[config.mk]
export PLATFORM = sky130hd
export DESIGN_NAME = ps2_mouse_packet
export DESIGN_NICKNAME = d
export VERILOG_FILES = /design/src/rtl/ps2_pkg.sv /design/src/rtl/ps2_axis_clamp.sv /design/src/rtl/ps2_mouse_packet.sv
export SDC_FILE = /design/constraint.sdc
export NUM_CORES = 1
export LEC_CHECK = 0
export CORE_ASPECT_RATIO = 0.6
export CORE_UTILIZATION = 50
export CTS_CLUSTER_DIAMETER = 40
export DETAILED_ROUTE_END_ITERATION = 10
export GPL_TIMING_DRIVEN = 0
export PLACE_DENSITY_LB_ADDON = 0.1
export SLEW_MARGIN = 15
export SYNTH_ARGS = -nofsm -noshare
export SYNTH_HDL_FRONTEND = slang
export SYNTH_SLANG_ARGS = --single-unit
[constraint.sdc]
create_clock -name clk -period 5.03 [get_ports clk]
set_clock_uncertainty 0.1 [all_clocks]
set_input_delay 1.006 -clock clk [delete_from_list [all_inputs] [get_ports clk]]
set_output_delay 1.006 -clock clk [all_outputs]
set_load 0.01 [all_outputs]
[src/rtl/ps2_pkg.sv]
// Shared definitions for the PS/2 mouse packet decoder.
//   - state_t   : packet assembly FSM states
//   - BTN_L..YO : bit positions inside the first (header) byte of a packet
//   - hdr_t     : header fields kept between the first and third byte
//   - default timeout and screen geometry
package ps2_pkg;

    typedef enum logic [1:0] {
        WAIT_B0 = 2'd0,
        WAIT_B1 = 2'd1,
        WAIT_B2 = 2'd2
    } state_t;

    localparam int BTN_L = 0;
    localparam int BTN_R = 1;
    localparam int BTN_M = 2;
    localparam int SYNC  = 3;
    localparam int XS    = 4;
    localparam int YS    = 5;
    localparam int XO    = 6;
    localparam int YO    = 7;

    localparam int TIMEOUT_DEF = 200_000;
    localparam int X_MAX_DEF   = 639;
    localparam int Y_MAX_DEF   = 479;
    localparam int X_INIT_DEF  = 320;
    localparam int Y_INIT_DEF  = 240;

    // The SYNC bit is always 1 for an accepted header, so it is not stored.
    typedef struct packed {
        logic yo;
        logic xo;
        logic ys;
        logic xs;
        logic bm;
        logic br;
        logic bl;
    } hdr_t;

    function automatic hdr_t hdr_from_byte(input logic [7:0] b);
        hdr_t h;
        h.yo = b[YO];
        h.xo = b[XO];
        h.ys = b[YS];
        h.xs = b[XS];
        h.bm = b[BTN_M];
        h.br = b[BTN_R];
        h.bl = b[BTN_L];
        return h;
    endfunction

endpackage

[src/rtl/ps2_axis_clamp.sv]
// Combinational next-position calculation for one cursor axis.
//   pos      : current position, 0..max
//   delta    : 9-bit two's-complement movement
//   neg      : 1 = subtract delta (screen Y grows downwards, mouse Y grows upwards)
//   ovf      : 1 = movement overflowed; position is left unchanged
//   max      : largest legal position
//   next_pos : position after movement, clamped to 0..max
module ps2_axis_clamp
    import ps2_pkg::*;
(
    input  logic [9:0] pos,
    input  logic [8:0] delta,
    input  logic       neg,
    input  logic       ovf,
    input  logic [9:0] max,
    output logic [9:0] next_pos
);

    // 12 bits covers -256 .. 1023+255 without wrapping.
    function automatic logic [9:0] sat_pos(input logic signed [11:0] v,
                                           input logic [9:0]         hi);
        if (v < 12'sd0)
            return 10'd0;
        else if (v > $signed({2'b00, hi}))
            return hi;
        else
            return v[9:0];
    endfunction

    logic signed [11:0] pos_s;
    logic signed [11:0] step_s;
    logic signed [11:0] sum_s;

    always_comb begin
        pos_s    = $signed({2'b00, pos});
        step_s   = ovf ? 12'sd0 : $signed({{3{delta[8]}}, delta});
        sum_s    = neg ? (pos_s - step_s) : (pos_s + step_s);
        next_pos = sat_pos(sum_s, max);
    end

endmodule

[src/rtl/ps2_mouse_packet.sv]
// PS/2 mouse packet assembler.
// Collects the 3-byte packets delivered by the PS/2 receiver, resynchronises on
// a header byte without its sync bit or on an inter-byte timeout, and publishes
// the decoded buttons, deltas and overflow flags together with a clamped cursor.
//   clk, reset          : clock, asynchronous active-high reset
//   rx_done, rx_data    : one-cycle byte strobe and its byte
//   pkt_valid           : one-cycle strobe, new packet on btn_*/dx/dy/ovf_*
//   btn_left/right/mid  : button states from the header byte
//   dx, dy              : 9-bit signed movement (dy positive = up)
//   ovf_x, ovf_y        : movement overflow flags
//   cursor_x, cursor_y  : clamped cursor position (0,0 = top-left)
//   sync_err            : one-cycle strobe, byte dropped or packet aborted
module ps2_mouse_packet
    import ps2_pkg::*;
#(
    parameter int TIMEOUT_CYC = TIMEOUT_DEF,
    parameter int X_MAX       = X_MAX_DEF,
    parameter int Y_MAX       = Y_MAX_DEF,
    parameter int X_INIT      = X_INIT_DEF,
    parameter int Y_INIT      = Y_INIT_DEF
) (
    input  logic              clk,
    input  logic              reset,
    input  logic              rx_done,
    input  logic [7:0]        rx_data,
    output logic              pkt_valid,
    output logic              btn_left,
    output logic              btn_right,
    output logic              btn_mid,
    output logic signed [8:0] dx,
    output logic signed [8:0] dy,
    output logic              ovf_x,
    output logic              ovf_y,
    output logic [9:0]        cursor_x,
    output logic [9:0]        cursor_y,
    output logic              sync_err
);

    localparam int              CNT_W    = $clog2(TIMEOUT_CYC + 1);
    localparam logic [CNT_W-1:0] CNT_LAST = CNT_W'(TIMEOUT_CYC - 1);

    state_t           state_q, state_d;
    hdr_t             hdr_q;
    logic [7:0]       byte1_q;
    logic [CNT_W-1:0] cnt_q, cnt_d;

    logic             take_b0;
    logic             take_b1;
    logic             drop_byte;
    logic             pkt_done;
    logic             timeout;

    logic [8:0]       dx_new;
    logic [8:0]       dy_new;
    logic [9:0]       cursor_x_new;
    logic [9:0]       cursor_y_new;

    // A byte arriving in the timeout cycle takes priority over the timeout.
    assign timeout = (state_q != WAIT_B0) && !rx_done && (cnt_q == CNT_LAST);

    always_comb begin
        state_d   = state_q;
        take_b0   = 1'b0;
        take_b1   = 1'b0;
        drop_byte = 1'b0;
        pkt_done  = 1'b0;

        if (state_q == WAIT_B0 || rx_done)
            cnt_d = '0;
        else if (cnt_q != CNT_LAST)
            cnt_d = cnt_q + 1'b1;
        else
            cnt_d = cnt_q;

        unique case (state_q)
            WAIT_B0: begin
                if (rx_done) begin
                    if (rx_data[SYNC]) begin
                        take_b0 = 1'b1;
                        state_d = WAIT_B1;
                    end else begin
                        drop_byte = 1'b1;
                    end
                end
            end
            WAIT_B1: begin
                if (rx_done) begin
                    take_b1 = 1'b1;
                    state_d = WAIT_B2;
                end else if (timeout) begin
                    state_d = WAIT_B0;
                end
            end
            WAIT_B2: begin
                if (rx_done) begin
                    pkt_done = 1'b1;
                    state_d  = WAIT_B0;
                end else if (timeout) begin
                    state_d = WAIT_B0;
                end
            end
            default: state_d = WAIT_B0;
        endcase
    end

    // The third byte is used straight from rx_data so the packet and the
    // cursor land on the same edge.
    assign dx_new = {hdr_q.xs, byte1_q};
    assign dy_new = {hdr_q.ys, rx_data};

    ps2_axis_clamp u_clamp_x (
        .pos      (cursor_x),
        .delta    (dx_new),
        .neg      (1'b0),
        .ovf      (hdr_q.xo),
        .max      (10'(X_MAX)),
        .next_pos (cursor_x_new)
    );

    ps2_axis_clamp u_clamp_y (
        .pos      (cursor_y),
        .delta    (dy_new),
        .neg      (1'b1),
        .ovf      (hdr_q.yo),
        .max      (10'(Y_MAX)),
        .next_pos (cursor_y_new)
    );

    always_ff @(posedge clk or posedge reset) begin
        if (reset) begin
            state_q   <= WAIT_B0;
            cnt_q     <= '0;
            hdr_q     <= '0;
            byte1_q   <= '0;
            pkt_valid <= 1'b0;
            sync_err  <= 1'b0;
            btn_left  <= 1'b0;
            btn_right <= 1'b0;
            btn_mid   <= 1'b0;
            dx        <= '0;
            dy        <= '0;
            ovf_x     <= 1'b0;
            ovf_y     <= 1'b0;
            cursor_x  <= 10'(X_INIT);
            cursor_y  <= 10'(Y_INIT);
        end else begin
            state_q   <= state_d;
            cnt_q     <= cnt_d;
            pkt_valid <= pkt_done;
            sync_err  <= drop_byte | timeout;
            if (take_b0)
                hdr_q <= hdr_from_byte(rx_data);
            if (take_b1)
                byte1_q <= rx_data;
            if (pkt_done) begin
                btn_left  <= hdr_q.bl;
                btn_right <= hdr_q.br;
                btn_mid   <= hdr_q.bm;
                dx        <= $signed(dx_new);
                dy        <= $signed(dy_new);
                ovf_x     <= hdr_q.xo;
                ovf_y     <= hdr_q.yo;
                cursor_x  <= cursor_x_new;
                cursor_y  <= cursor_y_new;
            end
        end
    end

endmodule

**Word-level counts from Yosys, hierarchy flattened**

Index checks and enable logic that the tools add are counted.

- Output and inout bits: 45
- Bits of input ports: 11
- Register bits after elaboration: 80
- Word-level logic and storage cells: 66

- Bitwise gates (word level): 1
- Mux-type cells: 23
- Add/subtract/negate cells: 3
- Order comparisons: 4
- Equal/unequal tests: 6
- Reductions and logical operators: 8

Operators by type and width:

| kind | count |
|---|---|
| 10-bit two-way mux | 4 |
| 18-bit two-way mux | 2 |
| 12-bit by 1-bit less-than comparator with 1-bit output, second input constant | 2 |
| 12-bit two-way mux | 2 |
| 18-bit by 1-bit adder with 18-bit output, second input constant | 1 |
| 18-bit == test, second input constant | 1 |
| 18-bit != test, second input constant | 1 |
| 11-bit by 12-bit adder with 12-bit output | 1 |
| 12-bit by 10-bit > comparator with 1-bit output, second input constant | 1 |
| 12-bit by 11-bit > comparator with 1-bit output, second input constant | 1 |
| 11-bit by 12-bit subtractor with 12-bit output | 1 |
| 2-bit two-way mux | 5 |
| 1-bit two-way mux | 9 |
| 2-bit case mux with 3 select lines | 1 |
| 2-bit != test, second input constant | 2 |
| 2-bit nonzero test | 2 |
| 2-bit by 1-bit == test with 1-bit output, second input constant | 1 |
| 2-bit == test, second input constant | 1 |
| 1-bit logical AND | 2 |
| 2-bit zero test | 1 |
| 2-bit AND reduction | 1 |
| 1-bit zero test | 1 |
| 1-bit logical OR | 1 |
| 1-bit OR | 1 |

**Logic depth before layout (Yosys ltp)**

- Word-level depth: 6
- Depth in mapped cells: 13
- Mapped depth without buffers: 11

**Cells and area by module**

Synthesis repeated with hierarchy kept, for this count alone.

- Cell total of the unflattened synthesis: 600
- Area, all modules: 5775.5 um^2

By module, submodules not included:

| module | cells each | sequential area each (um^2) | area an instance (um^2) | instances |
|---|---|---|---|---|
| ps2_mouse_packet | 242 | 2009.4 | 3308.2 | 1 |
| ps2_axis_clamp (u_clamp_y) | 177 | 0.0 | 1256.2 | 1 |
| ps2_axis_clamp (u_clamp_x) | 181 | 0.0 | 1211.2 | 1 |

**Worst setup path after synthesis**

No wires, ideal clock.

- Path kind: input to register
- Start: input port rx_data[0]
- End: register cursor_y[0]
- Stages on the path: 12
- Setup time: 143 ps
- Data arrival time: 3478 ps
- Path buffers: 1
- Setup slack: 1308 ps
- Cells stage by stage: nor2b_1 > ha_1 > inv_1 > fa_1 > a21o_1 > a221oi_1 > o221ai_1 > mux2i_1 > or3b_2 > clkbuf_1 > o21bai_2 > o221ai_1

- Cells in the longest elaborated chain, start to end: 5
- Elaborated cells on any way between the ends: 6
- Classes of those cells: add/sub (1); order compare (2); mux (3)

RTL lines:

| item | RTL line | text |
|---|---|---|
| start, declared | ps2_mouse_packet.sv:25 | `input logic [7:0] rx_data,` |
| 12-bit two-way mux * | ps2_axis_clamp.sv:36 | `step_s = ovf ? 12'sd0 : $signed({{3{delta[8]}}, delta});` |
| 11-bit by 12-bit subtractor with 12-bit output * | ps2_axis_clamp.sv:37 | `sum_s = neg ? (pos_s - step_s) : (pos_s + step_s);` |
| 12-bit by 10-bit > comparator with 1-bit output | ps2_axis_clamp.sv:24 | `else if (v > $signed({2'b00, hi}))` |
| 10-bit two-way mux | ps2_axis_clamp.sv:24 |  |
| 10-bit two-way mux * | ps2_axis_clamp.sv:22 | `if (v < 12'sd0)` |
| end signal, assigned | ps2_mouse_packet.sv:145 | `cursor_y <= 10'(Y_INIT);` |
| end signal, assigned | ps2_mouse_packet.sv:164 | `cursor_y <= cursor_y_new;` |
| end, declared | ps2_mouse_packet.sv:35 | `output logic [9:0] cursor_y,` |

Mark *: on every way between the ends. The rest lies on a longest branch, timed or not.
A chain may end at the register's enable or synchronous reset.

**Final worst setup path**

Same ends and word-level chain as after synthesis.

==> run metrics <==
status=completed; Post-Synth Adder-Cell Area=0.0762; Chip Height=~75 um; grt ovf=0; ys flop type=dfrtp_1; Pleak=approximately 2.4 nW; post-route minimum period=around 4.5 ns; crit end category=flip-flop; Post-synth EDFFs=0; cells after synthesis=between 400 and 500; worst min path class=flip-flop to flip-flop; largest fanout on the critical path=6; wire length per cell=about 17 um; Pre-Repair DR Iteration Count=5; Max Fclk=0.222 GHz; placed insts=approximately 640; worst vdd ir=between 0.3 and 0.4 mV; critical path class=input pin to flip-flop; Synth Area in Compound Gates=0.135; pin count of the biggest net entering global routing=46; Die Area=a little over 0.009 sq mm; WHS=0.374 ns; Setup TNS=0 ns; GRT Util Overall=0.261; CTS Buf Count=9; Fin. Hold Viols=0; CTS root buffer=clkbuf_16; total power=around 0.0036 W; first-pass GRT wire length=~18000 um; Antenna Violating Nets Remaining=0; Seq/Total Area, Yosys=0.450; final WL=between 10000 and 15000 um; mux share of post-synthesis cell area=0.0423; Final nets=577; library cells used by synthesis=just under 60; chip width=~120 um; DRC Markers=0; Max-slew headroom=0.469; CP Data Required Time=between 5 and 6 ns; Async SR Flop Fraction=1.00; Core ar.=around 0.0086 sq mm; RSZ-0062 raised after global routing=no; total vias in the final route=3715; most common cell after layout, fill and taps aside=nand2_1; WP data arrival=roughly 4.6 ns; CTS Sinks=80; # Post-CTS Setup Buffers=0; DR iter-0 viols=between 200 and 250; routability cong.=between 0.8 and 0.9; flops & latches, synth=80; number of hold buffers added after CTS=0; Initial Util=0.520; worst skew pair latency=about 0.35 ns; fin crit share=0.895; Mapped Area=around 0.0045 sq mm; initial antenna violation count=0; # rows=26; Ant. Diodes=0; post-synthesis xor/xnor area fraction=0.0529; Ports=56; layout cell share with drive strength beyond 1=0.0991; Vias/cell=around 5.7; I/O Buffers=55; CTS tree=yes; post-synth net total=slightly above 500; final setup fails=0; H-tree level count=3; clk buf depth=2; startpoint types=input pin; largest family of logic cells by synthesized area=simple AND/OR/NAND/NOR gates; most frequent cells in the layout=nand2_1 (90), dfrtp_1 (74), clkdlybuf4s50_1 (55), nor2_1 (40), ha_1 (24); Tightest Pin Transition=approximately 0.79 ns; Post-Synth Simple-Gate Area=0.216; max-slew violations=0; post-CTS sizing=0; Worst-path clk slew=approximately 0.06 ns; fin cells=roughly 660; synth-to-layout area growth=22.9%; Reg2Reg Setup Slack=between 1 and 1.5 ns; DP HPWL=around 8200 um; YS warnings=0; Max Cap Viol=0; synthesized area per cell=approximately 9.4 sq um; Pwr Density=~660 mW/mm^2; vias in the first global route=between 3000 and 4000
==> registers in the layout, summed over array words and instances, names as in the netlist <==
signal and count:
ovf_y 1, pkt_valid 1, dy 9, cnt_q 18, cursor_y 10, btn_mid 1
byte1_q 8, btn_left 1, state_q 2, ovf_x 1, hdr_q 5, btn_right 1
sync_err 1, dx 9, dy_new 1, dx_new 1, cursor_x 10
==> final cells by class <==
type,instances,area [sq um]
multi-input cells,360,2330
clock inverters,6,68.8
plain buffers,17,63.8
clock buffers,10,239
repair buffers,56,571
flip-flops and latches,80,2010
well taps,112,140
inverters,16,62.6
fillers,746,3100
==> cells in the mapped netlist, drive strengths merged, types with 13 or more instances <==
cell	instances	area, sq um
a21oi	16	80.1
clkbuf	17	63.8
dfrtp	74	1850
ha	24	300
inv	16	60.1
mux2	15	169
nand2	90	338
nand2b	14	87.6
nor2	40	150
o21ai	20	104
xnor2	13	114
xor2	14	123
==> layer usage <==
metal / track usage / part of all wire / vias to the layer above
met4: 0.0608 / 0.0087 / 0
met5: 0 / 0 / -
met1: 0.382 / 0.51 / 1823
met3: 0.0765 / 0.050 / 7
met2: 0.379 / 0.43 / 99
li1: - / - / 1786
==> through the flow <==
step	instance area [sq um]	utilization	setup WS, ns
floorplan	4470	-	1.31
global placement	5160	0.601	0.259
detailed placement	5180	0.603	0.186
CTS	5490	0.639	0.551
global route	5490	0.639	0.345
finish	5490	0.639	0.528
==> power breakdown <==
group	total (W)	internal, W	switching, W
Combinational	0.00191	0.000909	0.00101
Sequential	0.00105	0.000880	0.000174
Clock	0.000672	0.000399	0.000273
Total	0.00364	0.00219	0.00145
==> worst paths after layout <==
| kind | from | endpoint | cells after the start |
|---|---|---|---|
| max | rx_data[0] | cursor_y[0] | 13 |
| min | hdr_q[2] | btn_mid | 2 |
| max reg2reg | hdr_q[6] | cursor_y[0] | 13 |
| min reg2reg | hdr_q[2] | btn_mid | 2 |
| max in group asynchronous | reset | cursor_x[6] | 3 |
| min in group asynchronous | reset | cnt_q[4] | 2 |
==> critical path: stages <==
cell	delay, ns
clkdlybuf4s50_1	0.60
nor2b_1	0.18
ha_1	0.17
inv_1	0.05
fa_1	0.41
a21o_1	0.23
a221oi_1	0.50
o221ai_1	0.23
mux2i_1	0.15
or3b_2	0.44
clkbuf_1	0.19
o21bai_2	0.27
o221ai_1	0.16
==> logic make-up (layout without fill, tap and decap cells) <==
family / after synthesis / after routing
AND/OR/NAND/NOR: 205 / 205
adder cells (fa/ha/maj): 26 / 26
AO/OA/AOI/OAI: 85 / 85
multiplexers: 17 / 17
XOR/XNOR: 27 / 27
buffers and inverters: 33 / 105
flip-flops: 80 / 80
No activity file was read; power rests on OpenSTA's default activity.
